## config.mk

```make
export PLATFORM = sky130hd
export DESIGN_NAME = behav_updown_counter_flat
export DESIGN_NICKNAME = d
export VERILOG_FILES = /design/src/rtl/behav_updown_counter_pkg.sv /design/src/rtl/behav_updown_counter_if.sv /design/src/rtl/behav_updown_counter_pulse_stretch.sv /design/src/rtl/behav_updown_counter.sv /design/src/flat_wrapper.sv
export SDC_FILE = /design/constraint.sdc
export NUM_CORES = 1
export LEC_CHECK = 0
export BUFFER_PORTS_ARGS = -buffer_cell sky130_fd_sc_hd__buf_2
export CAP_MARGIN = 20
export CORE_UTILIZATION = 38
export CTS_CLUSTER_DIAMETER = 40
export DETAILED_ROUTE_END_ITERATION = 8
export PLACE_DENSITY = 0.58
export SYNTH_ARGS = -nofsm -noshare
export SYNTH_HDL_FRONTEND = slang
export SYNTH_SLANG_ARGS = --single-unit
```

## constraint.sdc

```tcl
create_clock -name clk -period 1.5 [get_ports clk]
set_input_delay 0.075 -clock clk [delete_from_list [all_inputs] [get_ports clk]]
set_output_delay 0.075 -clock clk [all_outputs]
set_load 0.05 [all_outputs]
```

## src/rtl/behav_updown_counter_pkg.sv

```systemverilog
// Shared widths, operation encoding and the wrap-aware step function
// for the behavioural up/down counter.
package behav_counter_pkg;

  localparam int CNT_W   = 8;
  localparam int PRE_W   = 16;
  localparam int PULSE_W = 8;

  typedef enum logic [1:0] {
    OP_HOLD = 2'b00,
    OP_LOAD = 2'b01,
    OP_TICK = 2'b10
  } cnt_op_e;

  // Bit CNT_W of the result is the carry (up) or borrow (down) out of the 9-bit step.
  function automatic logic [CNT_W:0] next_count(
    input logic [CNT_W-1:0] qd,
    input logic [CNT_W-1:0] step,
    input logic             up
  );
    logic [CNT_W:0] ext_s;
    if (up) begin
      ext_s = {1'b0, qd} + {1'b0, step};
    end else begin
      ext_s = {1'b0, qd} - {1'b0, step};
    end
    return ext_s;
  endfunction

endpackage

```

## src/rtl/behav_updown_counter_if.sv

```systemverilog
// Load/count control and status bundle of the up/down counter.
interface behav_updown_counter_if;
  import behav_counter_pkg::*;

  logic [CNT_W-1:0] d;
  logic             load;
  logic [CNT_W-1:0] load_b;
  logic             up_down;
  logic [CNT_W-1:0] qd;
  logic             qd_b;
  logic             qd_c;

  modport master (
    output d, load, load_b, up_down,
    input  qd, qd_b, qd_c
  );

  modport slave (
    input  d, load, load_b, up_down,
    output qd, qd_b, qd_c
  );

endinterface

```

## src/rtl/behav_updown_counter_pulse_stretch.sv

```systemverilog
// Retriggerable pulse stretcher: a trigger starts (or restarts) a LEN-clock
// registered pulse that begins on the same edge that samples the trigger.
module pulse_stretch #(
  parameter int unsigned LEN = 1
) (
  input  logic clk,
  input  logic rst_n,
  input  logic trigger,
  output logic pulse
);
  import behav_counter_pkg::*;

  localparam logic [PULSE_W-1:0] LEN_M1    = PULSE_W'(LEN - 32'd1);
  localparam logic [PULSE_W-1:0] PULSE_ONE = PULSE_W'(32'd1);
  localparam logic [PULSE_W-1:0] PULSE_ZERO = PULSE_W'(32'd0);

  logic [PULSE_W-1:0] remain_r;
  logic               pulse_r;

  // Remaining-clocks counter and registered pulse output.
  always_ff @(posedge clk or negedge rst_n) begin
    if (!rst_n) begin
      remain_r <= PULSE_ZERO;
      pulse_r  <= 1'b0;
    end else if (trigger) begin
      remain_r <= LEN_M1;
      pulse_r  <= 1'b1;
    end else if (remain_r != PULSE_ZERO) begin
      remain_r <= remain_r - PULSE_ONE;
      pulse_r  <= 1'b1;
    end else begin
      remain_r <= PULSE_ZERO;
      pulse_r  <= 1'b0;
    end
  end

  assign pulse = pulse_r;

endmodule

```

## src/rtl/behav_updown_counter.sv

```systemverilog
// 8-bit up/down counter with masked parallel load, prescaled step, terminal-count
// flag and a stretched carry/borrow pulse.
module behav_updown_counter #(
  parameter int unsigned DATA_WIDTH = 1,
  parameter int unsigned KEEP_WIDTH = 1,
  parameter int unsigned HDR_WIDTH  = 1
) (
  input  logic                  clk,
  input  logic                  clear,
  behav_updown_counter_if.slave bus
);
  import behav_counter_pkg::*;

  localparam logic [CNT_W-1:0] STEP     = CNT_W'(DATA_WIDTH);
  localparam logic [CNT_W-1:0] UP_LIMIT = CNT_W'(32'd255 - DATA_WIDTH);
  localparam logic [CNT_W-1:0] CNT_ZERO = CNT_W'(32'd0);
  localparam logic [PRE_W-1:0] PRE_LAST = PRE_W'(KEEP_WIDTH - 32'd1);
  localparam logic [PRE_W-1:0] PRE_ONE  = PRE_W'(32'd1);
  localparam logic [PRE_W-1:0] PRE_ZERO = PRE_W'(32'd0);

  logic [1:0]       rst_sync_r;
  logic             rst_int_n_s;
  logic [CNT_W-1:0] qd_r;
  logic [PRE_W-1:0] pre_r;
  logic             tick_s;
  logic [CNT_W:0]   next_s;
  cnt_op_e          op_s;
  logic [CNT_W-1:0] qd_next_s;
  logic [PRE_W-1:0] pre_next_s;
  logic             wrap_s;
  logic             qd_b_s;
  logic             qd_c_s;

  // Reset synchroniser: assertion is immediate, release waits two clocks.
  always_ff @(posedge clk or negedge clear) begin
    if (!clear) begin
      rst_sync_r <= 2'b00;
    end else begin
      rst_sync_r <= {rst_sync_r[0], 1'b1};
    end
  end

  assign rst_int_n_s = rst_sync_r[1];

  assign tick_s = (pre_r == PRE_LAST);
  assign next_s = next_count(qd_r, STEP, bus.up_down);

  // Operation select: load wins over a count tick.
  always_comb begin
    op_s = OP_HOLD;
    if (bus.load) begin
      op_s = OP_LOAD;
    end else if (tick_s) begin
      op_s = OP_TICK;
    end else begin
      op_s = OP_HOLD;
    end
  end

  // Next counter/prescaler values; wrap is only reported for a real count tick.
  always_comb begin
    qd_next_s  = qd_r;
    pre_next_s = pre_r;
    wrap_s     = 1'b0;
    case (op_s)
      OP_LOAD: begin
        qd_next_s  = (bus.d & bus.load_b) | (qd_r & ~bus.load_b);
        pre_next_s = PRE_ZERO;
      end
      OP_TICK: begin
        qd_next_s  = next_s[CNT_W-1:0];
        pre_next_s = PRE_ZERO;
        wrap_s     = next_s[CNT_W];
      end
      OP_HOLD: begin
        pre_next_s = pre_r + PRE_ONE;
      end
      default: begin
        qd_next_s  = qd_r;
        pre_next_s = pre_r;
      end
    endcase
  end

  // Counter value and prescaler state.
  always_ff @(posedge clk or negedge rst_int_n_s) begin
    if (!rst_int_n_s) begin
      qd_r  <= CNT_ZERO;
      pre_r <= PRE_ZERO;
    end else begin
      qd_r  <= qd_next_s;
      pre_r <= pre_next_s;
    end
  end

  // Terminal count follows direction changes without waiting for a tick.
  always_comb begin
    qd_b_s = 1'b0;
    if (bus.up_down) begin
      qd_b_s = (qd_r > UP_LIMIT);
    end else begin
      qd_b_s = (qd_r < STEP);
    end
  end

  pulse_stretch #(
    .LEN (HDR_WIDTH)
  ) u_pulse (
    .clk     (clk),
    .rst_n   (rst_int_n_s),
    .trigger (wrap_s),
    .pulse   (qd_c_s)
  );

  assign bus.qd   = qd_r;
  assign bus.qd_b = qd_b_s;
  assign bus.qd_c = qd_c_s;

endmodule

```

## src/flat_wrapper.sv

```systemverilog
// flat-port wrapper written by rule: the top's interface ports become plain ports
module behav_updown_counter_flat import behav_counter_pkg::*;
#(
  parameter int unsigned DATA_WIDTH = 1,
  parameter int unsigned KEEP_WIDTH = 1,
  parameter int unsigned HDR_WIDTH  = 1
)
  (clk, clear, bus_d, bus_load, bus_load_b, bus_up_down, bus_qd, bus_qd_b, bus_qd_c);
  behav_updown_counter_if bus_i ();
  input  logic clk;
  input  logic clear;
  input wire logic [$bits(bus_i.d)-1:0] bus_d;
  input wire logic [$bits(bus_i.load)-1:0] bus_load;
  input wire logic [$bits(bus_i.load_b)-1:0] bus_load_b;
  input wire logic [$bits(bus_i.up_down)-1:0] bus_up_down;
  output wire logic [$bits(bus_i.qd)-1:0] bus_qd;
  output wire logic [$bits(bus_i.qd_b)-1:0] bus_qd_b;
  output wire logic [$bits(bus_i.qd_c)-1:0] bus_qd_c;
  assign bus_i.d = bus_d;
  assign bus_i.load = bus_load;
  assign bus_i.load_b = bus_load_b;
  assign bus_i.up_down = bus_up_down;
  assign bus_qd = bus_i.qd;
  assign bus_qd_b = bus_i.qd_b;
  assign bus_qd_c = bus_i.qd_c;
  behav_updown_counter #(.DATA_WIDTH(DATA_WIDTH), .KEEP_WIDTH(KEEP_WIDTH), .HDR_WIDTH(HDR_WIDTH)) u_core (.clk(clk), .clear(clear), .bus(bus_i));
endmodule
```

* Word-level counts from Yosys, hierarchy flattened
Cells that the tools add are included.
** Word-level totals
- Bits of input ports :: 20
- Output and inout bits :: 10
- Bits in registers :: 35
** Operators by class
- Eq/ne operators :: 2
- Reduce and logical (&&, ||, !) cells :: 6
- Multiplexer cells :: 11
- Bitwise logic cells :: 4
- Order comparisons :: 2
- $add $sub $neg :: 4
** Operators by type and width (number)
- 16-bit one-hot mux with 2 select lines :: 1
- 16-bit by 1-bit adder with 16-bit output, second input constant :: 1
- 8-bit AND :: 2
- 16-bit zero test :: 1
- 8-bit two-way mux :: 2
- 8-bit one-hot mux with 2 select lines :: 1
- 8-bit by 1-bit adder with 9-bit output, second input constant :: 1
- 9-bit two-way mux :: 1
- 8-bit by 1-bit subtractor with 9-bit output, second input constant :: 1
- 8-bit > comparator, second input constant :: 1
- 8-bit by 1-bit < comparator with 1-bit output, second input constant :: 1
- 8-bit inverter :: 1
- 8-bit OR :: 1
- 8-bit nonzero test :: 1
- 8-bit by 1-bit subtractor with 8-bit output, second input constant :: 1
- 1-bit two-way mux :: 4
- 2-bit two-way mux :: 2
- 2-bit nonzero test :: 2
- 2-bit by 1-bit == test with 1-bit output, second input constant :: 1
- 2-bit == test, second input constant :: 1
- 2-bit zero test :: 1
- 2-bit OR reduction :: 1

* Depth between registers and ports, before layout
Gate-level depths: netlist of the first run.
- Depth in word-level cells :: 6
- Mapped depth :: 8
- Gate-level depth less buffers :: 6

* Cells and area by module
From an unflattened synthesis of the first run, not the netlist that was laid out.
** Second synthesis, totals
- Cell total of the unflattened synthesis :: 226
- Area, all modules :: 2117.0 um^2
** By module, submodules not included
- behav_updown_counter :: instances 1, area an instance 1619.1 um^2, cells each 175, seq. area each 650.6 um^2
- pulse_stretch :: instances 1, area an instance 498.0 um^2, cells each 51, seq. area each 225.2 um^2

* Worst setup path before layout of the first run
No wires, ideal clock.
- Kind :: flip-flop to output port
- Start point :: register (tool-made name)
- End point :: output bus_qd_b
- Path buffers :: 0
- Cell stages (with the launch flop) :: 4
- Setup slack :: -1026 ps
- Arrival time :: 2451 ps
- Path through :: dfrtp_1 -> nor4_1 -> or2b_1 -> o21ai_0
** RTL lines
- to (decl) :: RTL line flat_wrapper.sv:17 : output wire logic [$bits(bus_i.qd_b)-1:0] bus_qd_b;

==> results.toml, run 1 <==
[die]
dieArea_sq_um = 5488
die_width_um = 74.08
core_sq_um = 4848
rows = 25
fp.dieH_um = 74.08
start_util = 0.4072
ioPinCount = 30

[worst_setup_path]
cp_max_fo = 2
reg2reg_depth = 6
cpMaxStageDelayCell = "dfrtp_2"
slowest_delay_ns = 0.41
critical_path_buf_inv_count = 2
crit_arrival_ns = 1.78
crit_type = "reg2out"
cp_top_family = "simple AND/OR/NAND/NOR gates"
reg2reg_slack_ns = -0.30
worstSetupEndpointType = "output port"
critPathRequiredTime_ns = 1.42
cp-start-kind = "flip-flop"
worstPathCellList = "buf_4 > nor4_4 > or2b_1 > o21ai_4 > buf_6"

[logic_synthesis]
synthDistinctLibCells = 40
yosys_warnings = 0
synth_edf_count = 0
synth_area_sq_um = 1974
synthTopCellsByArea = "dfrtp_1 44%, nor2_1 5.9%, xnor2_1 5.8%"
ys_ff_latch = 35
avgSynthCellArea_sq_um = 9.269
yosysMostFrequentCell = "dfrtp_1"
yosysTopAreaCell = "dfrtp_1"
yosysSeqAreaShare = 0.4436
synth_top_area_share = 0.4436
synth_commonest_cells = "35 x dfrtp_1, 31 x nor2_1, 19 x nand2_1"
ys.flop_type = "dfrtp_1"
syn-num-nets = 240
synthCells = 213
async_flop_share = 1.000

[timing]
fmax_mhz = 540.2
hold_viol_final = 0
finalMaxSlewViolations = 0
rsz0062_at_grt = "yes"
period_needed_ns = 1.851
fin_tns_setup_ns = -5.188
finalClockSkew_ns = 0.01014
period_share = 1.234
layout_setup_ws_ns = -0.3512
finalSetupViolCount = 34

[clocking]
clock_sinks = 35
clk_latency_ns = 0.30
root_buffer = "clkbuf_8"
htree_levels = 2
clk_pin_slew_ns = 0.08
numCtsBuffers = 5
clk_path_buf_depth = 2
cts_tree = "done"

[final_layout]
instances_no_fill = 374
finish.utilization = 0.6514
drive_gt1_frac = 0.5277
syn2layout_area_growth_pct = 59.95
layout.nets = 333
diodes = 0

[power_and_ir_drop]
seq_power_share = 0.347
power.clock.fraction = 0.234
p_switching_w = 0.001395
p_total_w = 0.003714
power.leakage_nw = 1.353
p_int_w = 0.002320
comb_power_share = 0.418
p_sw_frac = 0.3754
ir_worst_vdd_uv = 607.7
powerDensity_nw_per_um2 = 1176

[run_status]
outcome = "finished, violations left"
violations = "setup timing"

[routing]
drtIter0Drc = 100
drc_errors = 0
antenna_left = 0
wire_per_inst_um = 14.15
vias_per_cell = 5.061
vias = 1893
drt_pass1_iterations = 4
wirelength_um = 5293

[min_path]
hp-class = "in2reg"
min_path_cells = 3
worstHoldStart = "bus_d[5]"

[global_routing]
antenna_found_initial = 0
grt_pass1_wl_um = 8556
grt-ovfl-total = 0
track_usage = 0.2115
grt_start_max_net_pins = 25
grt_pass1_vias = 1859

[job]
cap_violations = 0

[placed_design]
place.gp.congestion = 0.7889
dp.cells = 346
numPortBuffers = 29
hpwl_um = 3470
[placed cells by master (no fill, tap or decap), types with 5 or more instances in the layout]
master    Yosys  layout
buf_6         0       7
dfrtp_1      35      28
buf_4         1      56
xnor2_1      13      13
dfrtp_2       0       6
nor2_1       31      13
clkbuf_8      0       5
buf_2         2      28
nor2_4        0      14
xor2_1        7       7
nand2_1      19      17
nand3_1      16      14
inv_1        12       9
nand4_1       6       6
[worst max-delay path by stage]
stage	endpoint	slack [ns]	depth (start not counted)
6_report	bus_qd_b	-0.35	5
5_1_grt	flip-flop	-0.40	7
4_1_cts	bus_qd_b	-0.35	5
3_5_place_dp	flip-flop	-0.36	4
3_3_place_gp	flip-flop	-0.28	4
2_1_floorplan	flip-flop	-0.37	5
[layer usage]
layer / wire length [um] / track usage / vias to the layer above
met2: 2710 / 0.3859 / 33
met5: 0 / 0 / -
met1: 2324 / 0.2444 / 915
met3: 161 / 0.04065 / 12
li1: - / - / 933
met4: 97 / 0.07906 / 0
[through the flow]
stage                     hold slack [ns]  worst slack (ns)  cell area (sq um)
after floorplan                   -0.2206           -0.3705               2057
after global placement            -0.1391           -0.2802               2570
after detailed placement          -0.1388           -0.3599               2570
after CTS                         0.02192           -0.3539               2940
after global routing              0.05200           -0.3996               3158
final                             0.04451           -0.3512               3158
[power groups by stage]
stage	logic (W)	clock network (W)	registers (W)
floorplan	0.000584	0	0.00159
global placement	0.00130	0	0.00130
detailed placement	0.00132	0	0.00131
CTS	0.00145	0.000881	0.00129
global route	0.00168	0.000920	0.00132
finish	0.00155	0.000870	0.00129
[worst min-delay path: stages]
cell	delay, ns
buf_2	0.08
nand3_1	0.07
nand3_1	0.08
[cells by family after synthesis]
kind of cell               share of synthesized area
adders and majority gates                    0.04436
muxes                                        0.02598
AOI/OAI and AO/OA                            0.06845
other                                       0.001899
xor gates and xnor gates                     0.08872
buffers and inverters                        0.04246
and+or+nand+nor                               0.2845
DFF                                           0.4436
[what timing repair did]
action / in CTS / in global routing
endpoints found under the setup margin: 34 / 34
gates resized for setup: 29 / 47
cloned: 1 / 0
endpoints found under the hold margin: 2 / 0
pin swaps: 21 / 20
buffers inserted: 14 / 5
hold buffers: 1 / 0
[cell type report]
cell class,instances,area [sq um]
Clock buffer,5,68.82
Timing Repair Buffer,94,696.9
Sequential cell,35,887.1
Tap cell,67,83.83
Fill cell,387,1690
Multi-Input combinational cell,158,1333
Clock inverter,3,43.79
Inverter,12,45.04
(Power assumes the default switching activity.)
==> inputs of run 2 (changes only) <==
--- a/config.mk
+++ b/config.mk
@@ -7,10 +7,13 @@
 export LEC_CHECK = 0
 export BUFFER_PORTS_ARGS = -buffer_cell sky130_fd_sc_hd__buf_2
 export CAP_MARGIN = 20
-export CORE_UTILIZATION = 38
+export CELL_PAD_IN_SITES_DETAIL_PLACEMENT = 2
+export CELL_PAD_IN_SITES_GLOBAL_PLACEMENT = 2
+export CORE_ASPECT_RATIO = 0.6
+export CORE_UTILIZATION = 35
 export CTS_CLUSTER_DIAMETER = 40
 export DETAILED_ROUTE_END_ITERATION = 8
-export PLACE_DENSITY = 0.58
+export PLACE_DENSITY = 0.8
 export SYNTH_ARGS = -nofsm -noshare
 export SYNTH_HDL_FRONTEND = slang
 export SYNTH_SLANG_ARGS = --single-unit
==> results.toml, run 2 <==
[logic_synthesis]
yosysSeqAreaShare = 0.4436
ys_ff_latch = 35
synthDistinctLibCells = 40
synth_top_area_share = 0.4436
synth_xor_area_frac = 0.08872
async_flop_share = 1.000
synthCells = 213
post_synth_and_or_nand_nor_area_fraction = 0.2845
ys.flop_type = "dfrtp_1"
yosysMostFrequentCell = "dfrtp_1"
synthTopCellsByArea = "dfrtp_1 44%, nor2_1 5.9%, xnor2_1 5.8%"
synth_compound_area_frac = 0.06844
yosys_warnings = 0
synth_commonest_cells = "35 x dfrtp_1, 31 x nor2_1, 19 x nand2_1"
muxShareOfSynthArea = 0.02598
synth_top_family_by_area = "simple AND/OR/NAND/NOR gates"
synth_area_sq_um = 1974
syn-num-nets = 240
synth_fa_ha_area_frac = 0.04436
synth_edf_count = 0
yosysTopAreaCell = "dfrtp_1"
avgSynthCellArea_sq_um = 9.269

[clocking]
root_buffer = "clkbuf_8"
htree_levels = 2
clk_path_buf_depth = 2
numCtsBuffers = 5
clock_sinks = 35

[run_status]
outcome = "did not finish"
lastStage = "global routing"
firstError = "[ERROR DPL-0033] detailed placement checks failed during check placement."

[global_routing]
antenna_found_initial = 0
grt_start_max_net_pins = 34

[die]
rows = 20
die_width_um = 98.97
fp.dieH_um = 60.18
ioPinCount = 30
start_util = 0.3775

[placed_design]
dp.cells = 345
dp_slack_ns = -0.4001
hpwl_um = 5322
numPortBuffers = 29
place.gp.congestion = 0.7947

[timing]
worstEpCategory = "output port"
crit_endpoint = "bus_qd_b"
## run 2: cell counts after synthesis
No cell type changed its count.
## run 2: cell families after synthesis
group                    count (synthesis)
AND/OR/NAND/NOR                        107
flip-flops                              35
XOR/XNOR                                20
other                                    1
multiplexers                             5
buffers and inverters                   20
adder cells (fa/ha/maj)                  7
AO/OA/AOI/OAI                           18
## run 2: timing repair
item	4_1_cts
setup endpoints to repair	34
endpoints found under the hold margin	2
pin swaps	10
gates resized for setup	26
setup buffers	11
hold buffers	1
## run 2: through the flow
step                area, sq um  hold WS (ns)
floorplan                  2057       -0.2206
global placement           2569       -0.1386
detailed placement         2569       -0.1364
CTS                        2877       0.02481
==> inputs of run 3 (changes only) <==
--- a/config.mk
+++ b/config.mk
@@ -7,13 +7,9 @@
 export LEC_CHECK = 0
 export BUFFER_PORTS_ARGS = -buffer_cell sky130_fd_sc_hd__buf_2
 export CAP_MARGIN = 20
-export CELL_PAD_IN_SITES_DETAIL_PLACEMENT = 2
-export CELL_PAD_IN_SITES_GLOBAL_PLACEMENT = 2
-export CORE_ASPECT_RATIO = 0.6
-export CORE_UTILIZATION = 35
-export CTS_CLUSTER_DIAMETER = 40
+export CORE_UTILIZATION = 23
 export DETAILED_ROUTE_END_ITERATION = 8
-export PLACE_DENSITY = 0.8
+export PLACE_DENSITY_LB_ADDON = 0.15
 export SYNTH_ARGS = -nofsm -noshare
 export SYNTH_HDL_FRONTEND = slang
 export SYNTH_SLANG_ARGS = --single-unit
==> results.toml, run 3 (synthesis gave the netlist of run 1 again) <==
[worst_setup_path]
crit_arrival_ns = 2.00
cp_max_fo = 8
cp-start-kind = "flip-flop"
reg2reg_depth = 7
critPathRequiredTime_ns = 1.68
crit_type = "reg2reg"
worstSetupEndpointType = "flip-flop"

[global_routing]
grt_pass1_vias = 1940
grt_start_max_net_pins = 34
antenna_found_initial = 0
track_usage = 0.1350
grt_pass1_wl_um = 9273
grt-ovfl-total = 0

[power_and_ir_drop]
p_total_w = 0.003753
powerDensity_nw_per_um2 = 1253
power.leakage_nw = 1.293
ir_worst_vdd_uv = 343.1

[run_status]
violations = "setup timing"
outcome = "finished, violations left"

[timing]
layout_setup_ws_ns = -0.3227
hold_viol_final = 0
period_share = 1.215
period_needed_ns = 1.823
finalClockSkew_ns = 0.008309
finalSetupViolCount = 32
finalMaxSlewViolations = 0
fin_tns_setup_ns = -6.088
fmax_mhz = 548.7
rsz0062_at_grt = "yes"

[routing]
drc_errors = 0
wire_per_inst_um = 13.30
vias = 1824
wl_met2_um = 2587
wl_met3_um = 158
vias_per_cell = 4.526
wirelength_um = 5359
antenna_left = 0
drtIter0Drc = 67
routed.top_layer = "met4"
m1WireLength_um = 2558
drt_pass1_iterations = 3

[die]
ioPinCount = 30
start_util = 0.2391
rows = 33
fp.dieH_um = 94.65
dieArea_sq_um = 8959
core_sq_um = 8258
die_width_um = 94.65

[placed_design]
hpwl_um = 3698
place.gp.congestion = 0.7629
dp_slack_ns = -0.2804
post_dp_cell_area_sq_um = 2623
numPortBuffers = 29

[final_layout]
diodes = 0
final_cell_mix = "49 x buf_4, 28 x dfrtp_1, 28 x buf_2, 26 x nor2_1, 16 x nand3_1"
multi_input_area_sq_um = 1197
num-fill-cells = 884
regArea_sq_um = 887.1
layout.nets = 324
finalInstanceArea_sq_um = 2994
finish.utilization = 0.3626
layout_commonest_cell = "buf_4"
drive_gt1_frac = 0.4430
syn2layout_area_growth_pct = 51.65

[job]
cap_violations = 0

[min_path]
min_path_cells = 3
hp-class = "in2reg"

[clocking]
numCtsBuffers = 5
clk_pin_slew_ns = 0.08
root_buffer = "clkbuf_8"
clock_sinks = 35
cts_tree = "done"
clk_latency_ns = 0.29
htree_levels = 2
clk_path_buf_depth = 2
## run 3: layout make-up
class / instances / share of cell area
Multi-Input combinational cell: 158 / 0.3999
Tap cell: 105 / 0.04388
Inverter: 12 / 0.01588
Clock buffer: 8 / 0.03343
Sequential cell: 35 / 0.2963
Timing Repair Buffer: 85 / 0.2106
## run 3: repair_timing
item                       4_1_cts  5_1_grt
hold endpoints to repair         2        0
cloned                           1        0
setup endpoints to repair       34       34
setup buffers                    7        3
pin swaps                       13       14
hold buffers                     1        0
resized for setup               21       21
## run 3: where the power goes
part           internal [W]  total [W]  leakage, nW  switching, W
clock network      0.000420   0.000792       0.0515      0.000371
registers           0.00113    0.00131        0.435      0.000172
logic              0.000759    0.00165        0.807      0.000895
## run 3: per-stage QoR
stage	cells	hold slack, ns
final	403	0.02520
after floorplan	213	-0.2206
after CTS	400	0.01749
after global routing	403	0.03261
after global placement	383	-0.1398
after detailed placement	383	-0.1361
## run 3: worst paths after layout
kind	start	end	slack, ns
worst max register to register	flip-flop	u_core.u_pulse.remain_r[1]$_DFF_PN0_	-0.32
worst max-delay path	flip-flop	u_core.u_pulse.remain_r[1]$_DFF_PN0_	-0.32
worst min register to register	u_core.rst_sync_r[1]$_DFF_PN0_	asynchronous set/reset pin	0.22
min in group asynchronous	clear	u_core.rst_sync_r[0]$_DFF_PN0_	0.10
max in group asynchronous	u_core.rst_sync_r[1]$_DFF_PN0_	asynchronous set/reset pin	1.07
worst min-delay path	bus_d[6]	flip-flop	0.03
## run 3: per-layer routing
metal	GRT usage	vias to the layer above
met5	0	-
met4	0.03788	0
li1	-	921
met2	0.2242	15
met3	0.02899	5
met1	0.1755	883
## run 3: worst max-delay path: stages (launching register included)
cell and delay (ns):
dfrtp_2 0.43, buf_6 0.13, inv_4 0.04, ha_4 0.11, or4b_4 0.52, o32ai_4 0.15
a21o_4 0.26, nor2_1 0.06
